File: config.mk
export PLATFORM = sky130hd
export DESIGN_NAME = vga_fb_arbiter
export DESIGN_NICKNAME = d
export VERILOG_FILES = /design/src/rtl/vga_fb_arbiter.sv
export SDC_FILE = /design/constraint.sdc
export NUM_CORES = 1
export LEC_CHECK = 0
export CAP_MARGIN = 10
export CORE_UTILIZATION = 28
export CTS_CLUSTER_DIAMETER = 150
export DETAILED_ROUTE_END_ITERATION = 10
export MAX_ROUTING_LAYER = met4
export PLACE_DENSITY = 0.59
export SLEW_MARGIN = 20
export SYNTH_ARGS = -nofsm -noshare
export SYNTH_HDL_FRONTEND = slang
export SYNTH_SLANG_ARGS = --single-unit
File: constraint.sdc
create_clock -name clk -period 8.4 [get_ports clk]
set_input_delay 1.68 -clock clk [delete_from_list [all_inputs] [get_ports clk]]
set_output_delay 1.68 -clock clk [all_outputs]
set_load 0.05 [all_outputs]
File: src/rtl/vga_fb_arbiter.sv
// vga_fb_arbiter: shares one single-port synchronous frame-buffer RAM between
// VGA scan-out reads, a host pixel-write port and a clear-screen fill engine.
// The frame buffer is 160x120 at 3 bits per pixel, and each buffer pixel
// covers a 4x4 block of screen pixels.
//
// Ports:
//   clk, clear            clock, asynchronous active-low reset
//   pix_en                one-cycle strobe per VGA pixel
//   h_counter, v_counter  VGA timer counters (valid with pix_en)
//   hsync_in, vsync_in,   timer syncs and display enable
//   bright_in
//   hsync, vsync, bright  syncs and enable delayed 3 clk to align with rgb
//   rgb                   pixel colour {R,G,B}; 0 while bright is low
//   mem_addr, mem_we,     RAM address, write enable and write data
//   mem_wdata
//   mem_rdata             RAM read data, valid one clk after the address
//   wr_valid, wr_ready    host write handshake (wr_ready is combinational)
//   wr_x, wr_y, wr_rgb    host write coordinate and colour
//   fill_start, fill_rgb  fill request pulse and fill colour
//   fill_busy, fill_done  fill active, one-cycle completion pulse
module vga_fb_arbiter #(
  localparam int unsigned FB_W   = 160,
  localparam int unsigned FB_H   = 120,
  localparam int unsigned ADDR_W = 15
) (
  input  logic              clk,
  input  logic              clear,
  input  logic              pix_en,
  input  logic [9:0]        h_counter,
  input  logic [9:0]        v_counter,
  input  logic              hsync_in,
  input  logic              vsync_in,
  input  logic              bright_in,
  output logic              hsync,
  output logic              vsync,
  output logic              bright,
  output logic [2:0]        rgb,
  output logic [ADDR_W-1:0] mem_addr,
  output logic              mem_we,
  output logic [2:0]        mem_wdata,
  input  logic [2:0]        mem_rdata,
  input  logic              wr_valid,
  output logic              wr_ready,
  input  logic [7:0]        wr_x,
  input  logic [6:0]        wr_y,
  input  logic [2:0]        wr_rgb,
  input  logic              fill_start,
  input  logic [2:0]        fill_rgb,
  output logic              fill_busy,
  output logic              fill_done
);

  localparam int unsigned FILL_LAST = FB_W * FB_H - 1;

  typedef enum logic {
    IDLE = 1'b0,
    FILL = 1'b1
  } state_t;

  // Linear address y*160 + x, built from shifts so no multiplier is needed.
  function automatic logic [ADDR_W-1:0] fb_addr(input logic [6:0] y,
                                                input logic [7:0] x);
    return (ADDR_W'(y) << 7) + (ADDR_W'(y) << 5) + ADDR_W'(x);
  endfunction

  state_t              state_q, state_d;
  logic [ADDR_W-1:0]   fill_cnt_q, fill_cnt_d;
  logic [2:0]          fill_rgb_q, fill_rgb_d;
  logic                fill_done_q, fill_done_d;
  logic                fill_wr_c;

  logic                disp_req_q;
  logic [ADDR_W-1:0]   disp_addr_q;
  logic                rd_q;
  logic [2:0]          pix_q;
  logic [2:0]          hs_q, vs_q, br_q;
  logic [ADDR_W-1:0]   addr_q;
  logic [2:0]          wdata_q;
  logic                host_in_range_c;
  logic                slot_c;
  logic                unused_vbits;

  // Only v_counter[8:2] selects a buffer row.
  assign unused_vbits = ^{v_counter[9], v_counter[1:0]};

  // A display slot opens on the first screen pixel of each 4-pixel group.
  assign slot_c = pix_en && bright_in && (h_counter[1:0] == 2'b00);

  // Display request and read pipeline; pix_q holds between slots.
  always_ff @(posedge clk or negedge clear) begin
    if (!clear) begin
      disp_req_q  <= 1'b0;
      disp_addr_q <= '0;
      rd_q        <= 1'b0;
      pix_q       <= '0;
    end else begin
      disp_req_q <= slot_c;
      if (slot_c) disp_addr_q <= fb_addr(v_counter[8:2], h_counter[9:2]);
      rd_q <= disp_req_q;
      if (rd_q) pix_q <= mem_rdata;
    end
  end

  // Sync/enable delay line matching the 3-clk read pipeline.
  always_ff @(posedge clk or negedge clear) begin
    if (!clear) begin
      hs_q <= '0;
      vs_q <= '0;
      br_q <= '0;
    end else begin
      hs_q <= {hs_q[1:0], hsync_in};
      vs_q <= {vs_q[1:0], vsync_in};
      br_q <= {br_q[1:0], bright_in};
    end
  end

  assign hsync  = hs_q[2];
  assign vsync  = vs_q[2];
  assign bright = br_q[2];
  assign rgb    = bright ? pix_q : 3'b000;

  // Fill engine state register.
  always_ff @(posedge clk or negedge clear) begin
    if (!clear) begin
      state_q     <= IDLE;
      fill_cnt_q  <= '0;
      fill_rgb_q  <= '0;
      fill_done_q <= 1'b0;
    end else begin
      state_q     <= state_d;
      fill_cnt_q  <= fill_cnt_d;
      fill_rgb_q  <= fill_rgb_d;
      fill_done_q <= fill_done_d;
    end
  end

  // Fill engine next state: one write per cycle not taken by a display read.
  always_comb begin
    state_d     = state_q;
    fill_cnt_d  = fill_cnt_q;
    fill_rgb_d  = fill_rgb_q;
    fill_done_d = 1'b0;
    fill_wr_c   = 1'b0;
    if (state_q == IDLE) begin
      if (fill_start) begin
        state_d    = FILL;
        fill_cnt_d = '0;
        fill_rgb_d = fill_rgb;
      end
    end else begin
      if (!disp_req_q) begin
        fill_wr_c = 1'b1;
        if (fill_cnt_q == ADDR_W'(FILL_LAST)) begin
          state_d     = IDLE;
          fill_cnt_d  = '0;
          fill_done_d = 1'b1;
        end else begin
          fill_cnt_d = fill_cnt_q + ADDR_W'(1);
        end
      end
    end
  end

  assign fill_busy = (state_q == FILL);
  assign fill_done = fill_done_q;
  assign wr_ready  = clear && !disp_req_q && !fill_busy;

  assign host_in_range_c = (wr_x < 8'(FB_W)) && (wr_y < 7'(FB_H));

  // RAM port mux: display read, then fill, then host; otherwise hold.
  always_comb begin
    mem_addr  = addr_q;
    mem_we    = 1'b0;
    mem_wdata = wdata_q;
    if (disp_req_q) begin
      mem_addr = disp_addr_q;
    end else if (fill_wr_c) begin
      mem_addr  = fill_cnt_q;
      mem_we    = 1'b1;
      mem_wdata = fill_rgb_q;
    end else if (wr_valid && wr_ready && host_in_range_c) begin
      mem_addr  = fb_addr(wr_y, wr_x);
      mem_we    = 1'b1;
      mem_wdata = wr_rgb;
    end
  end

  // Remember the last presented address/data so idle cycles hold them.
  always_ff @(posedge clk or negedge clear) begin
    if (!clear) begin
      addr_q  <= '0;
      wdata_q <= '0;
    end else begin
      addr_q  <= mem_addr;
      wdata_q <= mem_wdata;
    end
  end

endmodule

==> metrics.txt <==
# TYPE chip_impl_metric gauge
chip_impl_metric{name="syn_area",unit="sq mm"} 0.00367
chip_impl_metric{name="grt-ovfl-total",unit=""} 0
chip_impl_metric{name="synth_top_area_frac",unit=""} 0.457
chip_impl_metric{name="critPathMaxStageDelay",unit="ps"} 700
chip_impl_metric{name="synthesis.instances",unit=""} 366
chip_impl_metric{name="placement_rows",unit=""} 41
chip_impl_metric{name="synth-compound-area-share",unit=""} 0.180
chip_impl_metric{name="critical_path_arrival",unit="ps"} 5170
chip_impl_metric{name="route.detailed.vias_per_inst",unit=""} 4.85
chip_impl_info{name="synth_largest_area_cell",value="dfrtp_1"} 1
chip_impl_metric{name="finalSetupTns",unit="ps"} 0
chip_impl_metric{name="synth-seq-cells",unit=""} 67
chip_impl_info{name="synthTopCellsByCount",value="67 x dfrtp_1, 47 x nand2_1, 27 x ha_1"} 1
chip_impl_metric{name="htreeDepth",unit=""} 3
chip_impl_info{name="worstSetupStartpointType",value="primary input"} 1
chip_impl_metric{name="synth_seq_area_share",unit=""} 0.457
chip_impl_metric{name="cts-hold-fix-buffers",unit=""} 0
chip_impl_metric{name="ant_nets",unit=""} 0
chip_impl_metric{name="cts_buffer_depth",unit=""} 2
chip_impl_metric{name="regToRegSetupSlack",unit="ps"} 5910
chip_impl_metric{name="hold_depth",unit=""} 0
chip_impl_info{name="run_status",value="completed"} 1
chip_impl_metric{name="postSynthNetCount",unit=""} 449
chip_impl_metric{name="synth-xor-area-share",unit=""} 0.0215
chip_impl_metric{name="relative_contribution_of_combinational_cells_to_total_power",unit=""} 0.264
chip_impl_metric{name="max_cap_viol_count",unit=""} 0
chip_impl_metric{name="skew",unit="ps"} 5.60
chip_impl_metric{name="yosys-mux-area-fraction",unit=""} 0.0549
chip_impl_info{name="min_path_type",value="register to register"} 1
chip_impl_info{name="dominantRegCellSynth",value="dfrtp_1"} 1
chip_impl_metric{name="power.static_leakage",unit="nW"} 2.16
chip_impl_metric{name="grt_pass1_wl",unit="mm"} 14.4
chip_impl_metric{name="power.net_switching",unit="uW"} 374
chip_impl_metric{name="final.min_clock_period",unit="ps"} 6850
chip_impl_metric{name="post_synth_num_cell_types",unit=""} 49
chip_impl_metric{name="antenna_cells",unit=""} 0
chip_impl_metric{name="core",unit="sq mm"} 0.0127
chip_impl_metric{name="synth-edff-count",unit=""} 0
chip_impl_metric{name="worst-endpoint-required",unit="ps"} 6720
chip_impl_metric{name="post-route-util",unit=""} 0.388
chip_impl_metric{name="setup_violations",unit=""} 0
chip_impl_metric{name="critical_path.max_fanout",unit=""} 3
chip_impl_metric{name="power_share_of_the_sequential_group",unit=""} 0.369
chip_impl_info{name="tritoncts",value="done"} 1
chip_impl_info{name="rsz_0062_raised_after_global_routing",value="no"} 1
chip_impl_metric{name="finalHoldViolations",unit=""} 0
chip_impl_metric{name="routed_wire_length_per_instance",unit="um"} 14.4
chip_impl_metric{name="asyncSetResetFlopFracSynth",unit=""} 1.00
chip_impl_metric{name="first_iter_violations",unit=""} 227
chip_impl_metric{name="worstSkewPairLatency",unit="ps"} 330
chip_impl_metric{name="chipWidth",unit="um"} 116
chip_impl_metric{name="number_of_global_route_vias_before_repair",unit=""} 2894
chip_impl_metric{name="synth-warning-count",unit=""} 0
chip_impl_metric{name="cellInternalPower",unit="uW"} 800
chip_impl_metric{name="cts_resized",unit=""} 0
chip_impl_metric{name="fmax",unit="GHz"} 0.146
chip_impl_info{name="min-delay-start",value="vs_q[0]$_DFF_PN0_"} 1
chip_impl_metric{name="synthSimpleGateAreaFrac",unit=""} 0.138
chip_impl_metric{name="cts_setup_buffers",unit=""} 0
chip_impl_info{name="timing.rr.start",value="disp_req_q$_DFF_PN0_"} 1
chip_impl_metric{name="p_sw_frac",unit=""} 0.319
chip_impl_metric{name="final_nets",unit=""} 525
chip_impl_metric{name="avgSynthCellArea",unit="sq um"} 10.0
chip_impl_metric{name="vdd_ir_drop_max",unit="V"} 0.000117
chip_impl_info{name="synth.top_cells.by_area",value="dfrtp_1 46%, ha_1 9.2%, nand2_1 4.8%"} 1
chip_impl_info{name="ordered_cell_list_for_the_critical_path",value="clkdlybuf4s50_1 -> inv_1 -> fa_1 -> inv_1 -> fa_1 -> a211oi_1 -> o21bai_1 -> a21oi_1 -> xor2_1 -> o21ai_1 -> mux2_2 -> clkdlybuf4s50_1"} 1
chip_impl_info{name="hold_end",value="vs_q[1]$_DFF_PN0_"} 1
chip_impl_metric{name="final_min_period_over_clock_period",unit=""} 0.816
chip_impl_info{name="clockRootBuffer",value="clkbuf_16"} 1
chip_impl_metric{name="tritoncts_buffer_count",unit=""} 9
chip_impl_metric{name="post_synth_fa_ha_maj_area_fraction",unit=""} 0.114
chip_impl_metric{name="largest_net_degree_at_the_start_of_global_routing",unit=""} 69
chip_impl_metric{name="clock_group_share_of_total_power",unit=""} 0.367
chip_impl_info{name="endpoint_kind",value="primary output"} 1
chip_impl_metric{name="groute.usage.overall",unit=""} 0.145
chip_impl_metric{name="number_of_antenna_violations_at_the_first_check_in_global_routing",unit=""} 0
chip_impl_metric{name="area_growth_synth_to_finish",unit="%"} 34.4
chip_impl_metric{name="detailedPlacementHpwl",unit="mm"} 6.67
chip_impl_metric{name="first_pass_iters",unit=""} 4
chip_impl_metric{name="number_of_buffers_added_on_ports",unit=""} 76
chip_impl_metric{name="design_power_total",unit="mW"} 1.17
chip_impl_info{name="critical_path_class",value="primary input to primary output"} 1
chip_impl_metric{name="tightestPinTransition",unit="ps"} 1000
chip_impl_info{name="dominant_combinational_cell_family_by_area_after_synthesis",value="compound AO/OA/AOI/OAI gates"} 1
chip_impl_metric{name="routed-via-count",unit=""} 3004
chip_impl_metric{name="drc_errors",unit=""} 0
chip_impl_metric{name="layout-drive-gt1-share",unit=""} 0.0783
chip_impl_metric{name="power.density",unit="mW/mm^2"} 238
chip_impl_metric{name="max_slew_margin",unit=""} 0.331
chip_impl_info{name="regToRegEndpoint",value="fill_cnt_q[9]$_DFFE_PN0P_"} 1
chip_impl_metric{name="floorplan.die_area",unit="sq mm"} 0.0136
chip_impl_info{name="critPathSlowestCell",value="clkdlybuf4s50_1"} 1
chip_impl_metric{name="clk_pin_slew",unit="ps"} 60
chip_impl_metric{name="top_level_ports",unit=""} 80
chip_impl_metric{name="finalWirelength",unit="mm"} 8.93
chip_impl_metric{name="initial_core_utilization",unit=""} 0.288
chip_impl_metric{name="cts.sinks",unit=""} 67
chip_impl_info{name="synth.most_common_cell",value="dfrtp_1"} 1
chip_impl_metric{name="place.gp.congestion",unit=""} 0.803
chip_impl_metric{name="timing.final.max_slew_violations",unit=""} 0
chip_impl_metric{name="length_in_cells_of_the_worst_reg_to_reg_path",unit=""} 5
chip_impl_metric{name="die_y",unit="um"} 116
## area by class of cell
type,instances,area (sq um)
well taps,172,215
clock buffers,10,229
fillers,1286,7790
multi-input cells,270,1870
inverters,16,60.1
repair buffers,78,771
flip-flops and latches,67,1680
clock inverters,6,114
## worst max-delay path by stage
stage	from	to	slack (ps)	cells past startpoint
2_1_floorplan	wr_x[7]	mem_addr[11]	2580	8
3_3_place_gp	wr_x[7]	mem_addr[12]	1560	12
3_5_place_dp	wr_x[7]	mem_addr[12]	1530	12
4_1_cts	wr_x[7]	mem_addr[12]	1500	12
5_1_grt	wr_x[7]	mem_addr[12]	1360	12
6_report	wr_x[7]	mem_addr[12]	1550	12
## state kept, by name, summed over array words and instances (netlist names), 3 cells and up
signal and cells:
pix_q 3, vs_q 3, disp_addr_q 15, fill_cnt_q 15, addr_q 15, hs_q 3, wdata_q 3, br_q 3
fill_rgb_q 3
## power by group through the flow
stage / combinational (mW) / sequential [mW] / clock, mW
2_1_floorplan: 0.212 / 0.419 / 0
3_3_place_gp: 0.308 / 0.434 / 0
3_5_place_dp: 0.313 / 0.436 / 0
4_1_cts: 0.315 / 0.432 / 0.436
5_1_grt: 0.340 / 0.441 / 0.451
6_report: 0.310 / 0.432 / 0.431
## worst max-delay path: cells and delay by family
family / cells / cell delay (ps)
compound gates: 4 / 670
xor+xnor: 1 / 170
fa+ha+maj: 2 / 1010
buf+inv: 4 / 1300
mux: 1 / 320
## metal layers
| layer | vias to the layer above | wire (um) | track usage |
|---|---|---|---|
| met1 | 1461 | 4160 | 0.186 |
| met2 | 65 | 4300 | 0.228 |
| li1 | 1469 | - | - |
| met5 | - | 0 | - |
| met4 | 0 | 95 | 0.0436 |
| met3 | 9 | 382 | 0.0322 |
## cells in the final DEF (no fill, tap or decap), types with 8 or more instances in the layout
| cell | Yosys | routed |
|---|---|---|
| mux2i_1 | 10 | 10 |
| o22ai_1 | 10 | 10 |
| ha_1 | 27 | 27 |
| inv_1 | 15 | 15 |
| dfrtp_1 | 67 | 67 |
| mux2_2 | 9 | 9 |
| nand2_1 | 47 | 47 |
| nor2_1 | 21 | 21 |
| clkdlybuf4s50_1 | 0 | 75 |
| a21oi_1 | 20 | 20 |
| clkbuf_16 | 0 | 9 |
| o21ai_1 | 19 | 19 |
| a31oi_1 | 8 | 8 |
| o21ai_0 | 20 | 20 |
## metrics by stage
| stage | hold WS (ps) | instance area (sq um) | setup slack (ps) | cells |
|---|---|---|---|---|
| 2_1_floorplan | 331 | 3670 | 2580 | 366 |
| 3_3_place_gp | 332 | 4590 | 1560 | 603 |
| 3_5_place_dp | 337 | 4590 | 1530 | 603 |
| 4_1_cts | 351 | 4930 | 1500 | 619 |
| 5_1_grt | 358 | 4930 | 1360 | 619 |
| 6_report | 350 | 4930 | 1550 | 619 |
## cells by family after synthesis
kind of cell | Yosys count
adders and majority gates | 31
buffers and inverters | 29
muxes | 19
AOI/OAI and AO/OA | 108
and+or+nand+nor | 103
DFF | 67
xor gates and xnor gates | 9
Note: power is estimated with default switching activity, not from simulation.
